==> src/rtl/dmem_arb_defs_pkg.sv <==
// rtl/dmem_arb_defs_pkg.sv - shared encodings for the data-memory arbiter
// Purpose: FSM state encoding, access owner encoding and the wait-counter
//          width used by dmem_arbiter and wait_counter.
// Ports:   none (package).
`ifndef DMEM_ARB_DEFS_SV
`define DMEM_ARB_DEFS_SV

package dmem_arb_defs;

  localparam int CNT_W = 4;

  typedef enum logic {
    IDLE   = 1'b0,
    ACCESS = 1'b1
  } state_t;

  typedef enum logic {
    OWN_PIPE = 1'b0,
    OWN_LD   = 1'b1
  } owner_t;

endpackage

`endif

==> src/rtl/dmem_arbiter_wait_counter.sv <==
// rtl/dmem_arbiter_wait_counter.sv - loadable down-counter for access wait states
// Purpose: holds the remaining wait cycles of the access in flight.
// Ports:   clk, rst_n (async, active-low)
//          load, load_val : load a new count (takes priority over dec)
//          dec            : count down by one, stopping at zero
//          count          : current value
//          done           : high while count==1, the completion cycle
module wait_counter
  import dmem_arb_defs::*;
(
  input  logic             clk,
  input  logic             rst_n,
  input  logic             load,
  input  logic [CNT_W-1:0] load_val,
  input  logic             dec,
  output logic [CNT_W-1:0] count,
  output logic             done
);

  always_ff @(posedge clk or negedge rst_n) begin
    if (!rst_n) begin
      count <= '0;
    end else if (load) begin
      count <= load_val;
    end else if (dec && (count != '0)) begin
      count <= count - 1'b1;
    end
  end

  assign done = (count == CNT_W'(1));

endmodule

==> src/rtl/dmem_arbiter.sv <==
// rtl/dmem_arbiter.sv - single-port data memory arbiter (pipeline vs loader)
// Purpose: shares the data memory between the MEM stage and a loader/debug
//          port, inserting WAIT_CYCLES wait states per access and stalling
//          the pipeline while its request is not being completed.
// Ports:   CLK, RST_N (async, active-low)
//          MemWriteM/MemtoRegM/ALUOutM/WriteDataM : pipeline request
//          StallM, ReadDataM                      : pipeline response
//          LdValid/LdWrite/LdAddr/LdWData         : loader request
//          LdReady, LdRData                       : loader response
//          MemA/MemWD/MemWE, MemRD                : memory port
// Config:  DMEM_ARB_FAIRNESS_EN enables the loader starvation guard
//          (STARVE_LIMIT consecutive contested pipeline grants).
module dmem_arbiter
  import dmem_arb_defs::*;
#(
  parameter int WAIT_CYCLES  = 2,
  parameter int STARVE_LIMIT = 4
) (
  input  logic        CLK,
  input  logic        RST_N,
  input  logic        MemWriteM,
  input  logic        MemtoRegM,
  input  logic [31:0] ALUOutM,
  input  logic [31:0] WriteDataM,
  output logic        StallM,
  output logic [31:0] ReadDataM,
  input  logic        LdValid,
  input  logic        LdWrite,
  input  logic [31:0] LdAddr,
  input  logic [31:0] LdWData,
  output logic        LdReady,
  output logic [31:0] LdRData,
  output logic [31:0] MemA,
  output logic [31:0] MemWD,
  output logic        MemWE,
  input  logic [31:0] MemRD
);

  localparam logic [CNT_W-1:0] WAIT_LD   = CNT_W'(WAIT_CYCLES);
  localparam bit               ZERO_WAIT = (WAIT_CYCLES == 0);

  state_t           state, state_nxt;
  owner_t           own_q;
  logic             we_q;
  logic [31:0]      addr_q, wdata_q;
  logic [CNT_W-1:0] cnt;
  logic             cnt_done;

  logic             idle, preq, force_ld;
  logic             grant, grant_ld, grant_pipe;
  logic             g_write;
  logic [31:0]      g_addr, g_wdata;
  logic             done_now, cur_write, pipe_done, ld_done;
  owner_t           cur_owner;

  assign idle = (state == IDLE);
  assign preq = MemWriteM | MemtoRegM;

  // Pipeline wins every contest unless the starvation guard forces the loader.
  assign grant_ld   = idle & LdValid & (~preq | force_ld);
  assign grant_pipe = idle & preq & ~grant_ld;
  assign grant      = grant_ld | grant_pipe;

  // A request with both MemWriteM and MemtoRegM set is treated as a store.
  assign g_write = grant_ld ? LdWrite : MemWriteM;
  assign g_addr  = grant_ld ? LdAddr  : ALUOutM;
  assign g_wdata = grant_ld ? LdWData : WriteDataM;

  // With zero wait states the grant cycle is also the completion cycle.
  assign done_now  = (grant & ZERO_WAIT) | (~idle & cnt_done);
  assign cur_owner = idle ? (grant_ld ? OWN_LD : OWN_PIPE) : own_q;
  assign cur_write = idle ? g_write : we_q;
  assign pipe_done = done_now & (cur_owner == OWN_PIPE);
  assign ld_done   = done_now & (cur_owner == OWN_LD);

`ifdef DMEM_ARB_FAIRNESS_EN
  logic [CNT_W-1:0] streak;

  assign force_ld = (streak == CNT_W'(STARVE_LIMIT));

  always_ff @(posedge CLK or negedge RST_N) begin
    if (!RST_N) begin
      streak <= '0;
    end else if (idle) begin
      if (grant_ld || !LdValid) begin
        streak <= '0;
      end else if (grant_pipe) begin
        streak <= streak + 1'b1;
      end
    end
  end
`else
  // Strict pipeline priority: false for every legal STARVE_LIMIT (1..15).
  assign force_ld = (STARVE_LIMIT < 1);
`endif

  wait_counter u_wait_counter (
    .clk      (CLK),
    .rst_n    (RST_N),
    .load     (grant),
    .load_val (WAIT_LD),
    .dec      (~idle),
    .count    (cnt),
    .done     (cnt_done)
  );

  always_ff @(posedge CLK or negedge RST_N) begin
    if (!RST_N) begin
      state   <= IDLE;
      own_q   <= OWN_PIPE;
      we_q    <= 1'b0;
      addr_q  <= '0;
      wdata_q <= '0;
    end else begin
      state <= state_nxt;
      if (grant) begin
        own_q   <= grant_ld ? OWN_LD : OWN_PIPE;
        we_q    <= g_write;
        addr_q  <= g_addr;
        wdata_q <= g_wdata;
      end
    end
  end

  always_comb begin
    state_nxt = state;
    StallM    = 1'b0;
    ReadDataM = '0;
    LdReady   = 1'b0;
    LdRData   = '0;
    MemA      = '0;
    MemWD     = '0;
    MemWE     = 1'b0;

    case (state)
      IDLE:    if (grant && !ZERO_WAIT) state_nxt = ACCESS;
      ACCESS:  if (cnt_done) state_nxt = IDLE;
      default: state_nxt = IDLE;
    endcase

    // Outputs are forced to their reset values while reset is asserted so an
    // access cut off by reset never commits a write.
    if (RST_N) begin
      if (grant) begin
        MemA  = g_addr;
        MemWD = g_wdata;
      end else if (!idle) begin
        MemA  = addr_q;
        MemWD = wdata_q;
      end
      MemWE  = done_now & cur_write;
      StallM = preq & ~pipe_done;
      if (pipe_done && !cur_write) ReadDataM = MemRD;
      if (ld_done) begin
        LdReady = 1'b1;
        LdRData = MemRD;
      end
    end
  end

endmodule

==> config.mk <==
export PLATFORM = sky130hd
export DESIGN_NAME = dmem_arbiter
export DESIGN_NICKNAME = d
export VERILOG_FILES = /design/src/rtl/dmem_arb_defs_pkg.sv /design/src/rtl/dmem_arbiter_wait_counter.sv /design/src/rtl/dmem_arbiter.sv
export SDC_FILE = /design/constraint.sdc
export NUM_CORES = 1
export LEC_CHECK = 0
export CORE_UTILIZATION = 30
export CTS_BUF_LIST = sky130_fd_sc_hd__clkbuf_8
export DETAILED_ROUTE_END_ITERATION = 6
export PLACE_DENSITY = 0.77
export SYNTH_ARGS = -nofsm -noshare
export SYNTH_HDL_FRONTEND = slang
export SYNTH_HIERARCHICAL = 1
export SYNTH_SLANG_ARGS = --single-unit
export TNS_END_PERCENT = 20
==> constraint.sdc <==
create_clock -name CLK -period 5.3 [get_ports CLK]
set_clock_uncertainty 0.2 [all_clocks]
set_input_delay 1.06 -clock CLK [delete_from_list [all_inputs] [get_ports CLK]]
set_output_delay 1.06 -clock CLK [all_outputs]
set_load 0.01 [all_outputs]
### Word level (Yosys, flattened, before mapping)

Index checks and enable logic that the tools add are counted.
Widths: inputs -> output; s select.

| storage, ports and cells | value |
|---|---|
| input port bits | 166 |
| register bits | 71 |
| output and inout port bits | 131 |

| operators by class | value |
|---|---|
| bitwise operators | 16 |
| muxes and demuxes | 25 |
| eq/ne operators | 1 |
| $add $sub $neg | 1 |
| reduce and logical (&&, ||, !) cells | 5 |

Operators by type and width:

| operator | count |
|---|---|
| $mux 32 | 12 |
| $mux 1 | 10 |
| $and 1x1->1 | 9 |
| $mux 4 | 2 |
| $not 1->1 | 5 |
| $eq 4x1->1 const B | 1 |
| $reduce_bool 4->1 | 1 |
| $sub 4x1->4 const B | 1 |
| $logic_and 1x1->1 | 2 |
| $or 1x1->1 | 2 |
| $pmux 1 s2 | 1 |
| $reduce_bool 2->1 | 1 |
| $logic_not 1->1 | 1 |

### Logic depth before layout (Yosys ltp)

Gate-level depths: netlist of the first run.

| depth | value |
|---|---|
| depth in word-level cells | 10 |
| gate-level depth with buffers | 10 |
| gate-level depth less buffers | 6 |

### By module

The synthesis of the first run kept the hierarchy.

Modules (own cells, without submodules):

| module | area each (um^2) | cells an instance | sequential area each (um^2) | instances |
|---|---|---|---|---|
| dmem_arbiter | 4,694.5 | 547 | 1,676.6 | 1 |
| wait_counter | 282.8 | 29 | 100.1 | 1 |

### Worst setup path before layout of the first run

No wires, ideal clock.

| timing path | value |
|---|---|
| path type | input -> output |
| start | in MemtoRegM |
| end | out MemWD[10] |
| stages on the path | 5 |
| buffers on the path | 2 |
| setup slack | 2,013 ps |
| arrival | 2,027 ps |
| path through | nor2_1 -> buf_2 -> buf_2 -> a31oi_1 -> a211oi_1 |

| on the way | value |
|---|---|
| word-level cells in the longest chain between the ends | 8 |
| elaborated cells between the ends (all ways) | 10 |

RTL lines:

| element | line | RTL |
|---|---|---|
| start: declaration | dmem_arbiter.sv:22 | `input logic MemtoRegM,` |
| $or 1x1->1 * | dmem_arbiter.sv:57 | `assign preq = MemWriteM \| MemtoRegM;` |
| $not 1->1 | dmem_arbiter.sv:60 | `assign grant_ld = idle & LdValid & (~preq \| force_ld);` |
| $and 1x1->1 | dmem_arbiter.sv:60 |  |
| $not 1->1 | dmem_arbiter.sv:61 | `assign grant_pipe = idle & preq & ~grant_ld;` |
| $and 1x1->1 | dmem_arbiter.sv:61 |  |
| $or 1x1->1 | dmem_arbiter.sv:62 | `assign grant = grant_ld \| grant_pipe;` |
| $mux 32 * | dmem_arbiter.sv:144 | `if (grant) begin` |
| $mux 32 * | dmem_arbiter.sv:143 | `if (RST_N) begin` |
| end: declaration | dmem_arbiter.sv:34 | `output logic [31:0] MemWD,` |

Every way passes the cells marked *; elsewhere a longest branch is shown, timed or not.

### Worst setup path after layout of the first run

| timing path | value |
|---|---|
| start | in RST_N |
| end | out MemA[27] |

| on the way | value |
|---|---|
| word-level cells in the longest chain between the ends | 1 |

RTL lines:

| element | line | RTL |
|---|---|---|
| start: declaration | dmem_arbiter.sv:20 | `input logic RST_N,` |
| $mux 32 | dmem_arbiter.sv:143 |  |
| end: declaration | dmem_arbiter.sv:33 | `output logic [31:0] MemA,` |

Every way passes these cells.

==> metrics.md, run 1 <==
| Metric | Value |
|---|---|
| Placement row count | 46 |
| Num CTS Buffers | 9 |
| Maximum clock insertion buffer count | 2 |
| Buffers inserted during post-CTS setup optimization | 0 |
| Run status | finished clean |
| Post-Synthesis Mean Instance Area | 8.64 µm² |
| Final Non-Filler Cells | ~1,000 |
| Via count of the first global-routing pass | between 5,000 and 6,000 |
| Total leakage power | 3.02 nW |
| Class of the most critical hold timing path | flop to flop |
| Number of max-slew violations in the final report | 0 |
| Max VDD drop | 193 µV |
| Count of maximum capacitance violations | 0 |
| Rel. slew slack | 0.441 |
| Total wire length | slightly below 20,000 µm |
| Final worst-path cycle share | 0.823 |
| Fraction of synthesized cell area taken by the top area cell type | 0.357 |
| Power Dens Cells | 373 nW/µm² |
| # port buffers | 296 |
| Most frequent cell after synthesis | sky130_fd_sc_hd__dfrtp_1 |
| Global route overflow | 0 |
| Average vias per placed instance | around 5.3 |
| Buffer type at the clock tree root | sky130_fd_sc_hd__clkbuf_8 |
| Placeable Area | 16,100 µm² |
| Crit path arrival time | 3100 ps |
| Worst-path maximum fanout | 36 |
| Fraction of layout instances using a drive strength above 1 | 0.0470 |
| Cell area after synthesis | 4980 µm² |
| Share of flip-flops with an asynchronous set or reset | 1.00 |
| Number of instances resized during post-cts repair | 0 |
| Count of endpoints failing setup in the final report | 0 |
| DP Area | approximately 8000 µm² |
| Time the final worst path needs with I/O delays and setup | 4360 ps |
| Detailed Route Iter0 Violations | 319 |
| Effective utilization at floorplan | 0.310 |
| Worst setup path class | input port to primary output |
| Antenna-violating nets left | 0 |
| Worst hold path stage count | 1 |
| Hold worst-path end | addr_q[15] |
| FF+latch count, synth | between 70 and 80 |
| Final design area excluding fillers | 8210 µm² |
| Wire length of the first global-routing pass | 28,900 µm |
| Clock tree from TritonCTS | yes |
| Top cells by area in the synthesized netlist | sky130_fd_sc_hd__dfrtp_1 (36%), sky130_fd_sc_hd__o2bb2ai_1 (11%), sky130_fd_sc_hd__a211oi_1 (9.5%) |
| Cell total after placement | 1,029 |
| Hold-fix buffers at CTS | 0 |
| Layout Area Growth over Synthesis | 64.9% |
| Transition time at the pin with the least slew margin | 839 ps |
| Number of nets in the layout | roughly 990 |
| Beginning of the worst hold path | addr_q[15] |
| Post-synthesis cell type with the largest combined area | sky130_fd_sc_hd__dfrtp_1 |
| Endpoint of the lowest-slack register-to-register path | u_wait_counter/count[0] |
| DP Wirelength | 13,700 µm |
| CP startpoint kind | input port |
| Reg2reg start | state |
| Top Ports | just under 300 |
| Residual DRC count | 0 |
| Number of inserted diodes | 0 |
| Worst path required time | about 4000 ps |
| Sequential-to-total area share from yosys stat | 0.357 |
| Pin count of the biggest net entering global routing | 80 |
| Total negative slack | 0 ps |
| Most used flip-flop cell after synthesis | sky130_fd_sc_hd__dfrtp_1 |
| Die outline width | 131 µm |
| Initial antenna violation count | 0 |
| Clock Sink Count | 71 |
| R2R setup slack | around 2300 ps |
| Clock latency reported for the late side of the worst-skew pair | between 300 and 400 ps |
| Length in cells of the worst reg-to-reg path | 7 |
| Syn. warnings | 6 |
| CP Capture Type | primary output |
| Leading cell types by count after synthesis | sky130_fd_sc_hd__dfrtp_1 (71), sky130_fd_sc_hd__nor2_1 (69), sky130_fd_sc_hd__a31oi_1 (64), sky130_fd_sc_hd__and2_1 (64) |
| Via count | 5,567 |
| First-pass detailed-route iteration total | 6 |
| Final count of hold timing violations | 0 |
| Clock H-tree levels | 3 |
| Highest achievable clock rate | about 230 MHz |
| Average wire length per cell after detail routing | approximately 19 µm |
| Die height | 131 µm |
| Number of distinct library cells after synthesis | 32 |
| Number of enable flip-flop cells after synthesis | 0 |
| Count of mapped cells out of synthesis | 576 |
| RSZ-0062 raised after global routing | false |
| Total Routing Usage GR | 0.221 |
| Weighted congestion at the end of routability-driven global placement | 0.760 |
| Clock transition time at the flip-flop clock pins of the worst setup and hold paths | 80 ps |
| Die area | 17,100 µm² |
cell type report:
type,instances,area [µm²]
flip-flops and latches,71,1780
fillers,1480,7850
repair buffers,307,3070
multi-input cells,427,2850
clock buffers,9,124
inverters,8,32.5
clock inverters,7,88.8
well taps,216,270
layer usage:
metal / GRT usage / up-vias / wire (µm)
met3: 0.0428 / 20 / 1280
met1: 0.252 / 2663 / 7690
met2: 0.413 / 236 / 10200
met4: 0.0669 / 0 / 314
li1: - / 2648 / -
met5: 0 / - / 0
power breakdown:
group / leakage, nW / total (W) / internal [W] / switching [W]
sequential: 0.875 / 0.000964 / 0.000804 / 0.000161
clock: 0.106 / 0.000470 / 0.000262 / 0.000208
combinational: 2.04 / 0.00163 / 0.000830 / 0.000801
critical path, stage by stage:
cell                              delay [ps]
sky130_fd_sc_hd__buf_4                   380
sky130_fd_sc_hd__inv_2                   380
sky130_fd_sc_hd__buf_4                   360
sky130_fd_sc_hd__a211oi_1                270
sky130_fd_sc_hd__clkdlybuf4s50_1         590
through the flow:
stage	total power (W)	setup slack, ps	util	hold slack, ps
after floorplan	0.00189	2010	-	257
after global placement	0.00258	995	0.498	272
after detailed placement	0.00260	902	0.498	274
after CTS	0.00309	885	0.511	296
after global routing	0.00328	747	0.511	305
final	0.00306	940	0.511	291
cell usage in the layout, fill, tap and decap left out, drive strengths merged, types with 9 or more instances in the layout:
master / count
and2: 64
clkbuf: 9
o2bb2ai: 63
clkdlybuf4s50: 292
buf: 15
inv: 9
nor2: 69
o21a: 63
a31oi: 64
a211oi: 63
dfrtp: 71
how the worst max path moves through the flow:
stage / end / cells past startpoint / from
4_1_cts: MemA[27] / 5 / RST_N
6_report: MemA[27] / 5 / RST_N
3_5_place_dp: MemA[27] / 5 / RST_N
5_1_grt: MemA[21] / 5 / RST_N
3_3_place_gp: MemA[29] / 5 / RST_N
2_1_floorplan: MemWD[10] / 5 / MemtoRegM
kinds of logic after synthesis:
group | count (synthesis) | share of synthesized area
muxes | 2 | 0.00402
buffers and inverters | 80 | 0.0734
DFF | 71 | 0.357
adders and majority gates | 2 | 0.00503
and+or+nand+nor | 151 | 0.159
other | 2 | 0.00151
AOI/OAI and AO/OA | 268 | 0.400
state kept, by name, indices dropped and copies added, names as in the netlist:
register              flops
addr_q                   32
own_q                     1
state                     1
u_wait_counter/count      4
wdata_q                  32
we_q                      1
Note: power is estimated with default switching activity, not from simulation.
==> run 2, diff against run 1 <==
==> constraint.sdc (replaced) <==
create_clock -name CLK -period 4.3 [get_ports CLK]
set_clock_uncertainty 0.2 [all_clocks]
set_input_delay 0.86 -clock CLK [delete_from_list [all_inputs] [get_ports CLK]]
set_output_delay 0.86 -clock CLK [all_outputs]
set_load 0.01 [all_outputs]
==> metrics.md, run 2 (synthesis gave the netlist of run 1 again) <==
| Metric | Value |
|---|---|
| Run status | finished clean (unchanged) |
| Number of max-slew violations in the final report | 0 (unchanged) |
| Number of instances resized during post-cts repair | 0 (unchanged) |
| Largest incremental delay on the critical path | 600 ps (was 590 ps) |
| Antenna-violating nets left | 0 (unchanged) |
| Worst path required time | 3240 ps (was 4040 ps) |
| Via count | 5,560 (was 5,567) |
| Series of cell instances along the critical path | inv_1, ha_1, nor3b_2, nand3_1, nor3_2, buf_4, and2_1, clkdlybuf4s50_1 (was buf_4, inv_2, buf_4, a211oi_1, clkdlybuf4s50_1) |
| Final worst-path cycle share | 0.900 |
| Total Routing Usage GR | 0.223 (was 0.221) |
| Max VDD drop | 188 µV (was 193 µV) |
| Number of nets in the layout | 995 (was 992) |
| Fill cell total of the finished layout | 1,502 (was 1,480) |
| Cell total after placement | 1,032 (was 1,029) |
| CP Capture Type | primary output (unchanged) |
| DP Wirelength | 13,400 µm (was 13,700 µm) |
| Tightest hold margin | 293 ps (was 291 ps) |
| Buffer type at the clock tree root | sky130_fd_sc_hd__clkbuf_8 (unchanged) |
| Commonest cells after routing, fill and taps aside | sky130_fd_sc_hd__clkdlybuf4s50_1 (292), sky130_fd_sc_hd__dfrtp_1 (70), sky130_fd_sc_hd__nor2_1 (68) (unchanged) |
| Hold-fix buffers at CTS | 0 (unchanged) |
| Cell internal pwr | 0.00242 W (was 0.00190 W) |
| Clock H-tree levels | 3 (unchanged) |
| Pin count of the biggest net entering global routing | 84 (was 80) |
| Commonest non-fill, non-tap cell in the layout | sky130_fd_sc_hd__clkdlybuf4s50_1 (unchanged) |
| Effective utilization at floorplan | 0.310 (unchanged) |
| # port buffers | 296 (unchanged) |
| Wire length of the first global-routing pass | 28,700 µm (was 28,900 µm) |
| Transition time at the pin with the least slew margin | 939 ps (was 839 ps) |
| Class of the most critical hold timing path | flop to flop (unchanged) |
| Crit-path slowest cell | sky130_fd_sc_hd__clkdlybuf4s50_1 (unchanged) |
| Layout Area Growth over Synthesis | 66.6% (was 64.9%) |
| Maximum clock insertion buffer count | 2 (unchanged) |
| Placeable Area | 16,100 µm² (unchanged) |
| Buffers inserted during post-CTS setup optimization | 0 (unchanged) |
| Average wire length per cell after detail routing | 18.6 µm (about the same) |
| CP startpoint kind | flop (was input port) |
| Average vias per placed instance | 5.31 (was 5.33) |
| Total wire length | 19,500 µm (about the same) |
| Detailed Route Iter0 Violations | 263 (was 319) |
| Num CTS Buffers | 9 (unchanged) |
| First-pass detailed-route iteration total | 4 (was 6) |
| Initial antenna violation count | 0 (unchanged) |
| NetSw | 0.00145 W (was 0.00117 W) |
| Clock latency reported for the late side of the worst-skew pair | 360 ps (was 330 ps) |
| Via count of the first global-routing pass | 5,083 (was 5,251) |
| Count of maximum capacitance violations | 0 (unchanged) |
| Part of the total power dissipated in the clock network | 0.173 (was 0.153) |
| Worst setup path class | flop to primary output (was input port to primary output) |
| Top Ports | 297 (unchanged) |
| Clock tree from TritonCTS | yes (unchanged) |
| Power Dens Cells | 467 nW/µm² (was 373 nW/µm²) |
| Total leakage power | 3.06 nW (was 3.02 nW) |
| Clock Sink Count | 71 (unchanged) |
| Part of the total power dissipated in sequential elements | 0.305 (was 0.315) |
| Die outline width | 131 µm (unchanged) |
| Crit path arrival time | 2810 ps (was 3100 ps) |
| Core Util, Final | 0.517 (was 0.511) |
| Combinational fraction of design power | 0.522 (was 0.532) |
| Switching share of power | 0.375 (was 0.382) |
| Count of endpoints failing setup in the final report | 0 (unchanged) |
| Worst-path maximum fanout | 32 (was 36) |
| Time the final worst path needs with I/O delays and setup | 3870 ps |
| Total negative slack | 0 ps (unchanged) |
| Final Non-Filler Cells | 1,048 (was 1,045) |
| Biggest regs | addr_q x32, wdata_q x32, u_wait_counter/count x4 (unchanged) |
| Die height | 131 µm (unchanged) |
| Final count of hold timing violations | 0 (unchanged) |
| Global route overflow | 0 (unchanged) |
| RSZ-0062 raised after global routing | false (unchanged) |
| Placement row count | 46 (unchanged) |
| Highest achievable clock rate | 258 MHz |
| Die area | 17,100 µm² (unchanged) |
| Rel. slew slack | 0.374 (was 0.441) |
| Clock transition time at the flip-flop clock pins of the worst setup and hold paths | 80 ps (about the same) |
| Fraction of layout instances using a drive strength above 1 | 0.0529 (was 0.0470) |
| Weighted congestion at the end of routability-driven global placement | 0.756 (was 0.760) |
| Residual DRC count | 0 (unchanged) |
| Number of inserted diodes | 0 (unchanged) |
## run 2: changes by cell type in the layout (fill, tap and decap cells not counted), sizes merged
cell,previous run,this run
clkbuf,9,10
clkinvlp,2,1
bufinv,2,3
inv,9,8
buf,15,18
## run 2: layer usage
| metal | part of all wire | track usage | wire, µm |
|---|---|---|---|
| met1 | 0.40 | 0.264 | 7770 |
| met2 | 0.51 | 0.393 | 9950 |
| met3 | 0.070 | 0.0452 | 1370 |
| met4 | 0.022 | 0.0859 | 425 |
| met5 | 0 | 0 | 0 |
## run 2: final cells by class
type	instances	area [µm²]	share of cell area
Timing Repair Buffer	310	3110	0.375
Multi-Input combinational cell	427	2860	0.344
Sequential cell	71	1780	0.214
Tap cell	216	270	0.0326
Clock buffer	10	138	0.0166
Clock inverter	6	108	0.0130
Inverter	8	32.5	0.00392
## run 2: power by group through the flow
stage               Combinational [W]  Clock, W  Sequential [W]
floorplan                     0.00119         0         0.00114
global placement              0.00201         0         0.00118
detailed placement            0.00204         0         0.00118
CTS                           0.00204  0.000693         0.00118
global route                  0.00221  0.000727         0.00122
finish                        0.00202  0.000670         0.00118
## run 2: worst max-delay path: cells and delay by family, from the launching register on
kind	cells	cell delay [ps]
buffers and inverters	3	970
and+or+nand+nor	4	920
DFF	1	410
adders and majority gates	1	150
## run 2: stage by stage
| step | setup WS, ps | instance area [µm²] | total power [W] |
|---|---|---|---|
| after CTS | 80.2 | 8290 | 0.00391 |
| after detailed placement | 460 | 8040 | 0.00321 |
| after global placement | 375 | 8040 | 0.00319 |
| after global routing | 207 | 8290 | 0.00415 |
| final | 428 | 8290 | 0.00388 |
| after floorplan | 1410 | 4980 | 0.00233 |
## run 2: path summary, 6_finish.rpt
kind | to | slack (ps) | from | cells after the start
max reg2reg | u_wait_counter/count[0] | 1640 | state | 7
max | ReadDataM[31] | 430 | u_wait_counter/count[1] | 8
min in group asynchronous | addr_q[19] | 560 | RST_N | 2
max in group asynchronous | state | 2680 | RST_N | 2
min reg2reg | addr_q[3] | 290 | addr_q[3] | 1
min | addr_q[3] | 290 | addr_q[3] | 1
